===== src/rtl/tile_pattern_generator.sv =====
// Parametrised tile/bar test-pattern source for the video output path.
// Walks an H_ACTIVE x V_ACTIVE frame paced by VideoReady, colouring pixels from a writable 4-entry palette.
module tile_pattern_generator #(
    parameter int H_ACTIVE = 800,
    parameter int V_ACTIVE = 600,
    parameter int TILE_W   = 80,
    parameter int TILE_H   = 50
) (
    input  logic        Clock,
    input  logic        Reset,
    input  logic        VideoReady,
    input  logic [1:0]  Mode,
    input  logic        PaletteWe,
    input  logic [1:0]  PaletteAddr,
    input  logic [23:0] PaletteData,
    output logic [23:0] video,
    output logic        FrameStart,
    output logic        LineEnd,
    output logic        FrameEnd
);

    localparam int XW  = (H_ACTIVE > 1) ? $clog2(H_ACTIVE) : 1;
    localparam int YW  = (V_ACTIVE > 1) ? $clog2(V_ACTIVE) : 1;
    localparam int PXW = (TILE_W > 1) ? $clog2(TILE_W) : 1;
    localparam int PYW = (TILE_H > 1) ? $clog2(TILE_H) : 1;

    localparam logic [XW-1:0]  X_LAST  = XW'(H_ACTIVE - 1);
    localparam logic [YW-1:0]  Y_LAST  = YW'(V_ACTIVE - 1);
    localparam logic [PXW-1:0] PX_LAST = PXW'(TILE_W - 1);
    localparam logic [PYW-1:0] PY_LAST = PYW'(TILE_H - 1);

    // Entry [3] is leftmost: {46,204,113}, {241,196,15}, {230,126,34}, {26,188,156}
    localparam logic [3:0][23:0] PAL_RST = {24'h2ECC71, 24'hF1C40F, 24'hE67E22, 24'h1ABC9C};

    logic [XW-1:0]     x_q, x_d;
    logic [YW-1:0]     y_q, y_d;
    logic [PXW-1:0]    px_q, px_d;
    logic [PYW-1:0]    py_q, py_d;
    logic [1:0]        tcol_q, tcol_d;
    logic [1:0]        band_q, band_d;
    logic [1:0]        mode_q, mode_d;
    logic [3:0][23:0]  pal_q, pal_d;
    logic [1:0]        idx;

    assign FrameStart = (x_q == '0) && (y_q == '0);
    assign LineEnd    = (x_q == X_LAST);
    assign FrameEnd   = LineEnd && (y_q == Y_LAST);

    always_comb begin
        x_d    = x_q;
        y_d    = y_q;
        px_d   = px_q;
        py_d   = py_q;
        tcol_d = tcol_q;
        band_d = band_q;
        mode_d = mode_q;
        pal_d  = pal_q;
        // The pixel leaving on this edge was already coloured from pal_q, so the write only affects later pixels
        if (PaletteWe)
            pal_d[PaletteAddr] = PaletteData;
        if (VideoReady) begin
            if (LineEnd) begin
                x_d    = '0;
                px_d   = '0;
                tcol_d = '0;
                if (FrameEnd) begin
                    y_d    = '0;
                    py_d   = '0;
                    band_d = '0;
                    mode_d = Mode;
                end else begin
                    y_d = y_q + 1'b1;
                    if (py_q == PY_LAST) begin
                        py_d   = '0;
                        band_d = band_q + 1'b1;
                    end else begin
                        py_d = py_q + 1'b1;
                    end
                end
            end else begin
                x_d = x_q + 1'b1;
                if (px_q == PX_LAST) begin
                    px_d   = '0;
                    tcol_d = tcol_q + 1'b1;
                end else begin
                    px_d = px_q + 1'b1;
                end
            end
        end
    end

    always_ff @(posedge Clock) begin
        if (Reset) begin
            x_q    <= '0;
            y_q    <= '0;
            px_q   <= '0;
            py_q   <= '0;
            tcol_q <= '0;
            band_q <= '0;
            mode_q <= Mode;
            pal_q  <= PAL_RST;
        end else begin
            x_q    <= x_d;
            y_q    <= y_d;
            px_q   <= px_d;
            py_q   <= py_d;
            tcol_q <= tcol_d;
            band_q <= band_d;
            mode_q <= mode_d;
            pal_q  <= pal_d;
        end
    end

    always_comb begin
        case (mode_q)
            2'd0:    idx = {band_q[0], tcol_q[0]};
            2'd1:    idx = tcol_q;
            2'd2:    idx = band_q;
            default: idx = 2'd0;
        endcase
    end

    assign video = pal_q[idx];

endmodule


===== config.mk =====
export PLATFORM = sky130hd
export DESIGN_NAME = tile_pattern_generator
export DESIGN_NICKNAME = d
export VERILOG_FILES = /design/src/rtl/tile_pattern_generator.sv
export SDC_FILE = /design/constraint.sdc
export NUM_CORES = 1
export LEC_CHECK = 0
export ABC_CLOCK_PERIOD_IN_PS = 2600
export CAP_MARGIN = 15
export CELL_PAD_IN_SITES_DETAIL_PLACEMENT = 1
export CELL_PAD_IN_SITES_GLOBAL_PLACEMENT = 1
export CORE_ASPECT_RATIO = 0.5
export CORE_MARGIN = 2
export CORE_UTILIZATION = 43
export DETAILED_ROUTE_END_ITERATION = 8
export PLACE_DENSITY = 0.91
export REMOVE_ABC_BUFFERS = 1
export SYNTH_ARGS = -nofsm -noshare
export SYNTH_HDL_FRONTEND = slang
export SYNTH_SLANG_ARGS = --single-unit

===== constraint.sdc =====
create_clock -name Clock -period 2.6 [get_ports Clock]
set_input_delay 0.52 -clock Clock [delete_from_list [all_inputs] [get_ports Clock]]
set_output_delay 0.52 -clock Clock [all_outputs]
set_load 0.03 [all_outputs]

Word-level counts from Yosys, hierarchy flattened
Index checks and enable logic that the tools add are counted.
W data, S select, Z words.
{ "op_classes": {"addsub": 6, "order_cmp": 3, "n_eq_ne": 6, "mux": 20, "n_reduce_logical": 15} }
{ "ops": {"columns": ["op", "n"], "rows": [
  ["$bwmux W96", 1],
  ["$bmux W24 S2", 1],
  ["$demux W24 S2", 1],
  ["$mux W24", 2],
  ["$add A10 B1 Y10 const B", 2],
  ["$eq A10 B10 Y1 const B", 2],
  ["$logic_not A10 Y1", 2],
  ["$mux W10", 2],
  ["$mux W2", 8],
  ["$mux W7", 2],
  ["$mux W6", 2],
  ["$reduce_bool A2 Y1", 5],
  ["$add A7 B1 Y7 const B", 1],
  ["$eq A7 B7 Y1 const B", 1],
  ["$add A6 B1 Y6 const B", 1],
  ["$eq A6 B6 Y1 const B", 1],
  ["$lt A2 B3 Y1 const B", 2],
  ["$pmux W2 S3", 1],
  ["$reduce_and A3 Y1", 2],
  ["$add A2 B1 Y2 const B", 2],
  ["$reduce_and A2 Y1", 2],
  ["$logic_and A1 B1 Y1", 3],
  ["$eq A2 B1 Y1 const B", 1],
  ["$eq A2 B2 Y1 const B", 1],
  ["2 further kinds", 2]
]} }
{ "totals": {"register_bits": 135, "input_bits": 32} }

Depth between registers and ports, before layout
Gate-level depths: netlist of run 1.
{ "logic_depth": {"ltp_word": 6, "depth_mapped": 6, "depth_no_buf": 6} }

Worst setup path before layout of run 1
No wires, ideal clock.
{ "synth_timing": {"kind": "flip-flop to output port", "start": "register y_q[3]", "end": "output port FrameStart", "arrival_ns": 2.049, "slack_ns": 0.031, "stages_incl_launch_ff": 4, "path_buffers": 0, "cell_sequence": "dfxtp_1 nor4_1 nand2_1 nor4_1"} }
{ "synth_via": {"elab_chain_cells": 2} }
{ "synth_lines": {"columns": ["element", "line_no", "source"], "rows": [
  ["start: declaration", "36", "logic [YW-1:0] y_q, y_d;"],
  ["start signal: assignment", "104", "y_q <= y_d;"],
  ["$logic_not A10 Y1", "45", "assign FrameStart = (x_q == '0) && (y_q == '0);"],
  ["$logic_and A1 B1 Y1", "45", null],
  ["end: declaration", "17", "output logic FrameStart,"]
]} }
No other way between the ends.

Worst setup path in the final report of run 1
{ "layout_timing": {"start": "register mode_q[1]", "end": "output port video[9]"} }
{ "layout_via": {"elab_chain_cells": 4} }
{ "layout_lines": {"columns": ["element", "line_no", "source"], "rows": [
  ["start: declaration", "41", "logic [1:0] mode_q, mode_d;"],
  ["start signal: assignment", "100", "mode_q <= Mode;"],
  ["start signal: assignment", "109", "mode_q <= mode_d;"],
  ["$eq A2 B2 Y1 (tied with other cells)", "115", "case (mode_q)"],
  ["$pmux W2 S3 *", "115", null],
  ["$bmux W24 S2 *", "123", "assign video = pal_q[idx];"],
  ["$mux W24 (implied by the code) *", "123", null],
  ["end: declaration", "16", "output logic [23:0] video,"]
]} }
Every way passes the cells marked *; elsewhere a longest branch is shown, timed or not. The select of a mux whose other input is x is not followed.

==> results of run 1 <==
## metal layers
layer  track usage [%]  share of wire [%]  up-vias
li1                  -                  -     2633
met2             48.81                 50      258
met1             30.18                 41     2925
met4             12.17                3.1        0
met5                 0                  0        -
met3             5.713                5.6       67
## cell usage after synthesis, types with 2 or more instances
library cell,n
a31oi_1,2
a21oi_1,61
nand3_1,18
nand4b_1,2
or2_2,3
nand3b_1,49
inv_1,8
or3_1,6
xor2_1,6
nor3b_1,2
nand4_1,13
clkbuf_1,37
nand2_1,216
ha_1,7
or4_1,3
nand2b_1,3
nor2b_1,2
and4_1,4
o21ai_0,6
buf_2,6
nor2_1,21
edfxtp_1,2
nor3_1,13
mux2i_1,75
xnor2_1,11
o31ai_1,3
dfxtp_1,133
nor4_1,6
o22ai_1,3
and3_1,4
buf_1,3
## power by group through the flow
stage	Clock [uW]	Combinational, uW	Sequential [uW]
global route	2640	457	2210
floorplan	0	197	2230
CTS	2510	398	2200
detailed placement	0	383	2240
finish	2510	429	2210
global placement	0	368	2240
## critical path, delay by kind of cell (launching register included)
kind	cells	cell delay [ns]
flops	1	0.44
compound gates	1	0.25
mux	3	0.67
buf+inv	3	0.52
## cell families (layout without fill, tap and decap cells)
kind of cell | Yosys count | count (layout)
XOR/XNOR | 17 | 17
adder cells (fa/ha/maj) | 7 | 7
AND/OR/NAND/NOR | 368 | 368
flip-flops | 135 | 135
buffers and inverters | 54 | 124
multiplexers | 75 | 75
AO/OA/AOI/OAI | 80 | 80
## layout make-up
cell class	count	area share, %
tap	192	3.086
clock buffer	19	5.819
sequential	135	34.98
multi-input combinational	547	42.61
clock inverter	12	1.929
timing repair buffer	85	11.19
inverter	8	0.3858
## sequential cells by signal, summed over array words and instances, names as in the netlist
register  cells
tcol_q        2
px_q          7
x_q          10
y_q          10
band_q        2
mode_q        2
py_q          6
pal_q        96
## metrics by stage
stage	total power (uW)	hold slack (ns)
floorplan	2422	0.4296
global placement	2603	0.4412
detailed placement	2624	0.4499
CTS	5101	0.4583
global route	5313	0.4797
finish	5156	0.4606
## repair_timing
item,4_1_cts,5_1_grt
setup buffers,4,0
hold buffers,0,0
endpoints found under the setup margin,25,26
pin swaps,1,1
gates cloned,2,5
resized for setup,7,20
## worst paths after layout
check / from / endpoint / slack (ns) / cells after the start
hold / removal: pal_q[1] / pal_q[1] / 0.46 / 2
setup / recovery: mode_q[1] / video[9] / -0.23 / 7
hold reg to reg: pal_q[1] / pal_q[1] / 0.46 / 2
setup reg to reg: x_q[7] / y_q[9] / 0.56 / 4
==> flow_summary_export.csv, run 1 <==
group,metric,value,unit
outcome,status,"complete, but fails checks",
outcome,violations,"negative setup slack",
floorplan,ios,59,
logic_synthesis,yosysTopAreaCell,"dfxtp_1",
drt,initialDrtViolationCount,542,
clock_tree,clkSlewWorstSetupHoldPaths,0.06,ns
logic_synthesis,yosysTopAreaCellShare,43.51,%
global_route,antenna_found_initial,0,
layout,final_common_cell,"nand2_1",
power_and_ir_drop,leakage,0.003063,uW
global_route,grt_overflow,0,
logic_synthesis,synth_compound_area_share,7.115,%
layout,drive_gt1_share,13.65,%
timing,period_needed,2.828,ns
power_and_ir_drop,switchingPower,1287,uW
logic_synthesis,synth_top_family_by_area,"simple AND/OR/NAND/NOR gates",
global_route,grt_pass1_vias,5978,
timing,slew_headroom,49.98,%
drt,dr.pass1.iters,5,
worst_setup_path,critical_path.cell_chain,"mux2i_2, o22ai_4, buf_6, buf_16, mux2i_1, mux2i_1, buf_4",
clock_tree,clock_latency,0.43,ns
floorplan,coreArea,0.01374,mm^2
drt,drcViolationCount,0,
logic_synthesis,yosys.area_share.xor_xnor,2.433,%
power_and_ir_drop,pwr_density_cell,662.4,mW/mm^2
worst_setup_path,crit_path_end_kind,"output port",
placement,io_buffers,58,
power_and_ir_drop,p_int,3869,uW
floorplan,die-width,172.7,um
floorplan,start_util,44.54,%
global_route,grt_max_degree,98,
floorplan,dieHeight,88.36,um
placement,gp_congestion,0.8277,
drt,drt-vias-per-instance,5.895,
power_and_ir_drop,power.share.sequential,42.9,%
worst_setup_path,worstPathArrival,2.31,ns
logic_synthesis,yosys.area_share.simple,28.83,%
logic_synthesis,syn-cell-area,0.006120,mm^2
layout,area_delta_synth_final,27.19,%
placement,placed_cells,956,
logic_synthesis,syn_avg_cell_area,8.315,um^2
logic_synthesis,ys_top_cells_by_area,"dfxtp_1 44%, nand2_1 13%, mux2i_1 12%",
logic_synthesis,yosysSeqAreaShare,44.49,%
logic_synthesis,synth-adder-area-share,1.431,%
hold_path,hold_class,"register to register",
logic_synthesis,ys_types,39,
layout,final_cell_mix,"216 x nand2_1, 133 x dfxtp_1, 61 x mux2i_1, 61 x a21oi_1, 49 x nand3b_1",
timing,layout_setup_ws,-0.2277,ns
placement,pre_cts_ws,0.2143,ns
logic_synthesis,async_reset_ff_share,0,%
drt,wl_per_cell,22.34,um
power_and_ir_drop,comb_power_share,8.3,%
drt,num_vias,5883,
timing,fmax,0.3536,GHz
layout,num-nets-final,833,
worst_setup_path,path_class,"register to output port",
worst_setup_path,crit_path_frequent_cell,"mux2i_1",
logic_synthesis,synth-seq-cells,135,
timing,rsz0062_at_grt,"yes",
clock_tree,ctsHtreeMaxLevel,4,
layout,n_fill_cell,1597,
logic_synthesis,synthMuxAreaShare,12.27,%
logic_synthesis,synth_flop_cell,"dfxtp_1",
timing,hold_viol_final,0,
clock_tree,clockBufferDepth,2,
drt,drtAntennaViolNets,0,
logic_synthesis,yosysWarnings,0,
logic_synthesis,synth-edff-count,2,
global_route,grt_pass1_wl,31.55,mm
layout,stdcell_count,998,
timing,post-route-period-util,108.8,%
clock_tree,cts_buffers,17,
global_route,track_usage,26.42,%
worst_setup_path,slowest_delay,0.44,ns
layout,post-route-util,56.66,%
job,maxCapViolCount,0,
clock_tree,cts_sinks,135,
placement,placed_area,0.006879,mm^2
timing,finalSetupTns,-3.145,ns
timing,finalClockSkew,0.01101,ns
timing,maxSlewViolCount,0,
power_and_ir_drop,p_clk_share,48.8,%
power_and_ir_drop,vdd_drop_max,0.0004265,V
floorplan,rows,30,
floorplan,die_area,0.01526,mm^2
layout,register_area,0.002723,mm^2
layout,n_antenna_cell,0,
drt,wl,22.29,mm
clock_tree,cts_root_buffer,"clkbuf_16",
worst_setup_path,cp_max_fo,6,
logic_synthesis,synthCells,736,
worst_setup_path,cp_slowest_cell,"edfxtp_1",
layout,stdcell_area,0.007784,mm^2
power_and_ir_drop,p_sw_share,24.96,%
worst_setup_path,critPathRequiredTime,2.08,ns
layout,multi_input_area,0.003317,mm^2
worst_setup_path,start_kind,"register",
placement,hpwlAfterDp,10.41,mm
clock_tree,cts_tree,"yes",
timing,tightest_slew,0.7503,ns
timing,setup_viol,24,
(Power assumes the default switching activity.)
==> run 2: changes to the inputs <==
--- a/config.mk
+++ b/config.mk
@@ -14,7 +14,6 @@
 export CORE_UTILIZATION = 43
 export DETAILED_ROUTE_END_ITERATION = 8
 export PLACE_DENSITY = 0.91
-export REMOVE_ABC_BUFFERS = 1
 export SYNTH_ARGS = -nofsm -noshare
 export SYNTH_HDL_FRONTEND = slang
 export SYNTH_SLANG_ARGS = --single-unit
==> flow_summary_export.csv, run 2 (synthesis gave the netlist of run 1 again) <==
group,metric,value,unit
drt,drt-met1-wl,7.786,mm
clock_tree,postCtsHoldBufs,0,
worst_setup_path,path_class,"register to output port",
floorplan,coreArea,0.01374,mm^2
layout,n_fill_cell,1638,
floorplan,dieHeight,88.36,um
global_route,track_usage,24.16,%
clock_tree,clockBufferDepth,2,
layout,max_flop_register,"pal_q",
worst_setup_path,critPathTopFamily,"multiplexers",
timing,layout_setup_ws,0.02972,ns
logic_synthesis,syn-num-nets,775,
layout,reg_top3,"pal_q x96, x_q x10, y_q x10",
global_route,antenna_found_initial,0,
layout,drive_gt1_share,11.26,%
drt,drcViolationCount,0,
floorplan,start_util,44.54,%
placement,pre_cts_ws,0.1670,ns
clock_tree,ctsHtreeMaxLevel,4,
timing,maxSlewViolCount,0,
worst_setup_path,critPathRequiredTime,2.08,ns
timing,finalClockSkew,0.005789,ns
drt,num_vias,5466,
global_route,grt_pass1_wl,29.27,mm
timing,period_needed,2.570,ns
placement,gp_congestion,0.8269,
floorplan,die_area,0.01526,mm^2
timing,slew_headroom,56.91,%
drt,drtAntennaViolNets,0,
drt,drt-vias-per-instance,5.516,
clock_tree,cts_root_buffer,"clkbuf_16",
drt,initialDrtViolationCount,285,
worst_setup_path,worstPathArrival,2.05,ns
layout,final_common_cell,"nand2_1",
outcome,status,"completed",
timing,setup_viol,0,
worst_setup_path,critPathBufInv,2,
clock_tree,clkSlewWorstSetupHoldPaths,0.07,ns
power_and_ir_drop,leakage,0.002943,uW
global_route,grt_pass1_vias,5957,
clock_tree,cts_tree,"yes",
layout,final_cell_mix,"216 x nand2_1, 133 x dfxtp_1, 73 x mux2i_1",
floorplan,die-width,172.7,um
clock_tree,cts_buffers,17,
drt,wl_per_cell,17.50,um
timing,hold_viol_final,0,
global_route,grt_max_degree,109,
timing,tightest_slew,0.6464,ns
worst_setup_path,crit_path_end_kind,"output port",
placement,hpwlAfterDp,10.67,mm
placement,io_buffers,58,
power_and_ir_drop,power,4975,uW
clock_tree,cts_sinks,135,
global_route,grt_overflow,0,
layout,num-nets-final,825,
worst_setup_path,critical_path.cell_chain,"mux2i_1, o22ai_4, buf_12, mux2i_1, mux2i_1, buf_4",
power_and_ir_drop,vdd_drop_max,0.0003019,V
job,maxCapViolCount,0,
worst_setup_path,cp_max_fo,23,
drt,dr.max_layer_used,"met4",
timing,fmax,0.3891,GHz
drt,wl,17.34,mm
floorplan,ios,59,
layout,largest_reg_flops,96,
worst_setup_path,slowest_delay,0.40,ns
layout,area_delta_synth_final,22.45,%
power_and_ir_drop,pwr_density_cell,663.9,mW/mm^2
worst_setup_path,crit_path_frequent_cell,"mux2i_1",
drt,wl_met2,8.763,mm
floorplan,rows,30,
layout,n_antenna_cell,0,
drt,wl_met3,534,um
hold_path,hold_class,"register to register",
timing,rsz0062_at_grt,"yes",
clock_tree,clock_latency,0.42,ns
drt,dr.pass1.iters,4,
timing,post-route-period-util,98.86,%
worst_setup_path,cp_slowest_cell,"edfxtp_1",
worst_setup_path,start_kind,"register",
-- run 2: per-layer routing --
layer  GRT usage [%]  up-vias
li1                -     2626
met4           9.322        0
met1           27.82     2729
met2           45.49       89
met5               0        -
met3           4.897       22
-- run 2: report_power, final --
part	internal, uW	leakage [uW]	total, uW	switching, uW
clock	1360	0.000279	2390	1030
combinational	162	0.00156	394	232
sequential	2150	0.00110	2190	45.7
-- run 2: through the flow --
step | hold WS [ns] | util (%) | TNS (ns) | area, um^2 | std cells
2_1_floorplan | 0.4357 | - | 0 | 6120 | 736
3_3_place_gp | 0.4408 | 50.27 | 0 | 6907 | 958
3_5_place_dp | 0.4464 | 50.27 | 0 | 6907 | 958
4_1_cts | 0.4556 | 54.55 | -0.003382 | 7495 | 991
5_1_grt | 0.4785 | 54.54 | -0.4795 | 7493 | 991
6_report | 0.4566 | 54.54 | 0 | 7493 | 991
-- run 2: timing repair --
| action | CTS | global route |
|---|---|---|
| resized for setup | 2 | 2 |
| endpoints found under the setup margin | 24 | 17 |
| setup buffers | 1 | 0 |
-- run 2: worst min-delay path, cell delays in order (launching register included) --
cell     delay (ns)
dfxtp_1        0.31
nand2_1        0.05
a21oi_1        0.05
-- run 2: cell type report --
cell class                      instances  area, um^2  share of cell area [%]
Sequential cell                       135        2723                   36.33
Clock inverter                         15       155.1                   2.070
Inverter                                8       30.03                  0.4007
Multi-Input combinational cell        547        3222                   43.00
Timing Repair Buffer                   77       698.2                   9.317
Tap cell                              192       240.2                   3.206
Clock buffer                           17       425.4                   5.677
-- run 2: final timing paths --
kind | startpoint | endpoint | slack [ns] | cells after the start
max | mode_q[1] | video[22] | 0.03 | 6
min reg2reg | pal_q[0] | pal_q[0] | 0.46 | 2
max reg2reg | x_q[7] | y_q[9] | 0.56 | 4
min | pal_q[0] | pal_q[0] | 0.46 | 2
==> run 3: changes to the inputs <==
--- a/config.mk
+++ b/config.mk
@@ -11,9 +11,10 @@
 export CELL_PAD_IN_SITES_GLOBAL_PLACEMENT = 1
 export CORE_ASPECT_RATIO = 0.5
 export CORE_MARGIN = 2
-export CORE_UTILIZATION = 43
+export CORE_UTILIZATION = 40
+export CTS_BUF_LIST = sky130_fd_sc_hd__clkbuf_4
 export DETAILED_ROUTE_END_ITERATION = 8
-export PLACE_DENSITY = 0.91
+export PLACE_DENSITY = 0.86
 export SYNTH_ARGS = -nofsm -noshare
 export SYNTH_HDL_FRONTEND = slang
 export SYNTH_SLANG_ARGS = --single-unit
==> flow_summary_export.csv, run 3 (synthesis gave the netlist of run 1 again) <==
group,metric,value,unit
outcome,status,"complete, but fails checks",
outcome,violations,"negative setup slack",
floorplan,ios,59,
drt,initialDrtViolationCount,261,
global_route,grt_pass1_wl,28.29,mm
timing,layout_setup_ws,-0.1324,ns
drt,dr.pass1.iters,4,
global_route,track_usage,21.84,%
layout,drive_gt1_share,12.83,%
worst_setup_path,cp_max_fo,20,
clock_tree,postCtsHoldBufs,0,
drt,wl_per_cell,17.04,um
drt,wl,17.06,mm
clock_tree,cts_tree,"yes",
hold_path,hold_class,"primary input to register",
timing,slew_headroom,52.91,%
clock_tree,cts_sinks,135,
timing,maxSlewViolCount,0,
layout,max_flop_register,"pal_q",
placement,io_buffers,58,
drt,num_vias,5375,
placement,gp_congestion,0.8253,
timing,period_needed,2.732,ns
placement,hpwlAfterDp,10.32,mm
floorplan,die-width,178.9,um
layout,reg_top3,"pal_q x96, x_q x10, y_q x10",
drt,wl_met3,418,um
clock_tree,clock_latency,0.54,ns
power_and_ir_drop,vdd_drop_max,0.0002580,V
clock_tree,ctsHtreeMaxLevel,4,
worst_setup_path,crit_path_end_kind,"output port",
worst_setup_path,path_class,"register to output port",
layout,final_common_cell,"nand2_1",
floorplan,die_area,0.01636,mm^2
global_route,grt_max_degree,109,
floorplan,coreArea,0.01470,mm^2
layout,final_cell_mix,"216 x nand2_1, 131 x dfxtp_1, 73 x mux2i_1",
drt,drt-met1-wl,8.273,mm
layout,stdcell_area,0.007273,mm^2
drt,drcViolationCount,0,
worst_setup_path,r2r_setup_slack,0.54,ns
floorplan,dieHeight,91.46,um
power_and_ir_drop,leakage,0.002837,uW
logic_synthesis,syn-num-nets,775,
power_and_ir_drop,pwr_density_cell,550.7,mW/mm^2
clock_tree,cts_buffers,17,
power_and_ir_drop,power,4005,uW
floorplan,rows,31,
global_route,grt_overflow,0,
clock_tree,cts_root_buffer,"clkbuf_4",
timing,post-route-period-util,105.1,%
drt,wl_met2,8.226,mm
timing,setup_viol,24,
timing,hold_viol_final,0,
global_route,antenna_found_initial,0,
timing,tightest_slew,0.7063,ns
layout,largest_reg_flops,96,
floorplan,start_util,41.63,%
global_route,grt_pass1_vias,5714,
timing,fmax,0.3660,GHz
worst_setup_path,start_kind,"register",
clock_tree,clkSlewWorstSetupHoldPaths,0.12,ns
clock_tree,clockBufferDepth,2,
layout,area_delta_synth_final,18.85,%
drt,drt-vias-per-instance,5.370,
drt,dr.max_layer_used,"met4",
timing,rsz0062_at_grt,"yes",
layout,num-nets-final,829,
worst_setup_path,critPathRequiredTime,2.08,ns
worst_setup_path,worstPathArrival,2.21,ns
placement,placed_area,0.006897,mm^2
job,maxCapViolCount,0,
drt,drtAntennaViolNets,0,
timing,finalClockSkew,0.01311,ns
layout,n_antenna_cell,0,
-- run 3: power by group --
part           switching, uW  internal, uW  leakage [uW]  total (uW)
clock network            848           573      0.000150        1420
registers               45.1          2150       0.00110        2190
logic                    229           162       0.00158         391
-- run 3: timing repair --
action | CTS | global route
setup endpoints to repair | 26 | 27
cloned | 1 | 0
gates resized for setup | 8 | 11
setup buffers | 2 | 4
pin swaps | 1 | 1
-- run 3: metrics by stage --
stage	setup WS (ns)	util (%)	cells	hold slack [ns]	TNS [ns]
floorplan	0.03089	-	736	0.4357	0
global placement	0.2345	46.91	963	0.4409	0
detailed placement	0.1978	46.91	963	0.4479	0
CTS	-0.2094	49.21	998	0.2527	-4.173
global route	-0.2678	49.48	1001	0.2785	-4.880
finish	-0.1324	49.48	1001	0.2974	-1.666
-- run 3: path summary, 6_finish.rpt --
kind	endpoint	start	depth (start not counted)
hold / removal	x_q[0]	Reset	2
setup / recovery	video[12]	mode_q[1]	6
setup reg to reg	y_q[9]	x_q[7]	4
hold reg to reg	pal_q[9]	pal_q[9]	2
-- run 3: worst max-delay path, stage by stage (launching register included) --
cell and delay, ns:
edfxtp_1 0.44, mux2i_1 0.17, o22ai_4 0.25, buf_12 0.24, mux2i_1 0.24, mux2i_1 0.14
buf_4 0.19
-- run 3: cell type report --
| type | instances | area [um^2] |
|---|---|---|
| timing repair buffer | 81 | 738.2 |
| multi-input combinational | 547 | 3252 |
| sequential | 135 | 2725 |
| clock inverter | 15 | 152.6 |
| fill | 1749 | 7427 |
| clock buffer | 17 | 127.6 |
| tap | 198 | 247.7 |
| inverter | 8 | 30.03 |
-- run 3: routing by layer --
layer,track usage (%),vias to the layer above
met5,0,-
met4,5.894,0
met3,3.685,11
met2,38.24,59
met1,27.64,2682
li1,-,2623
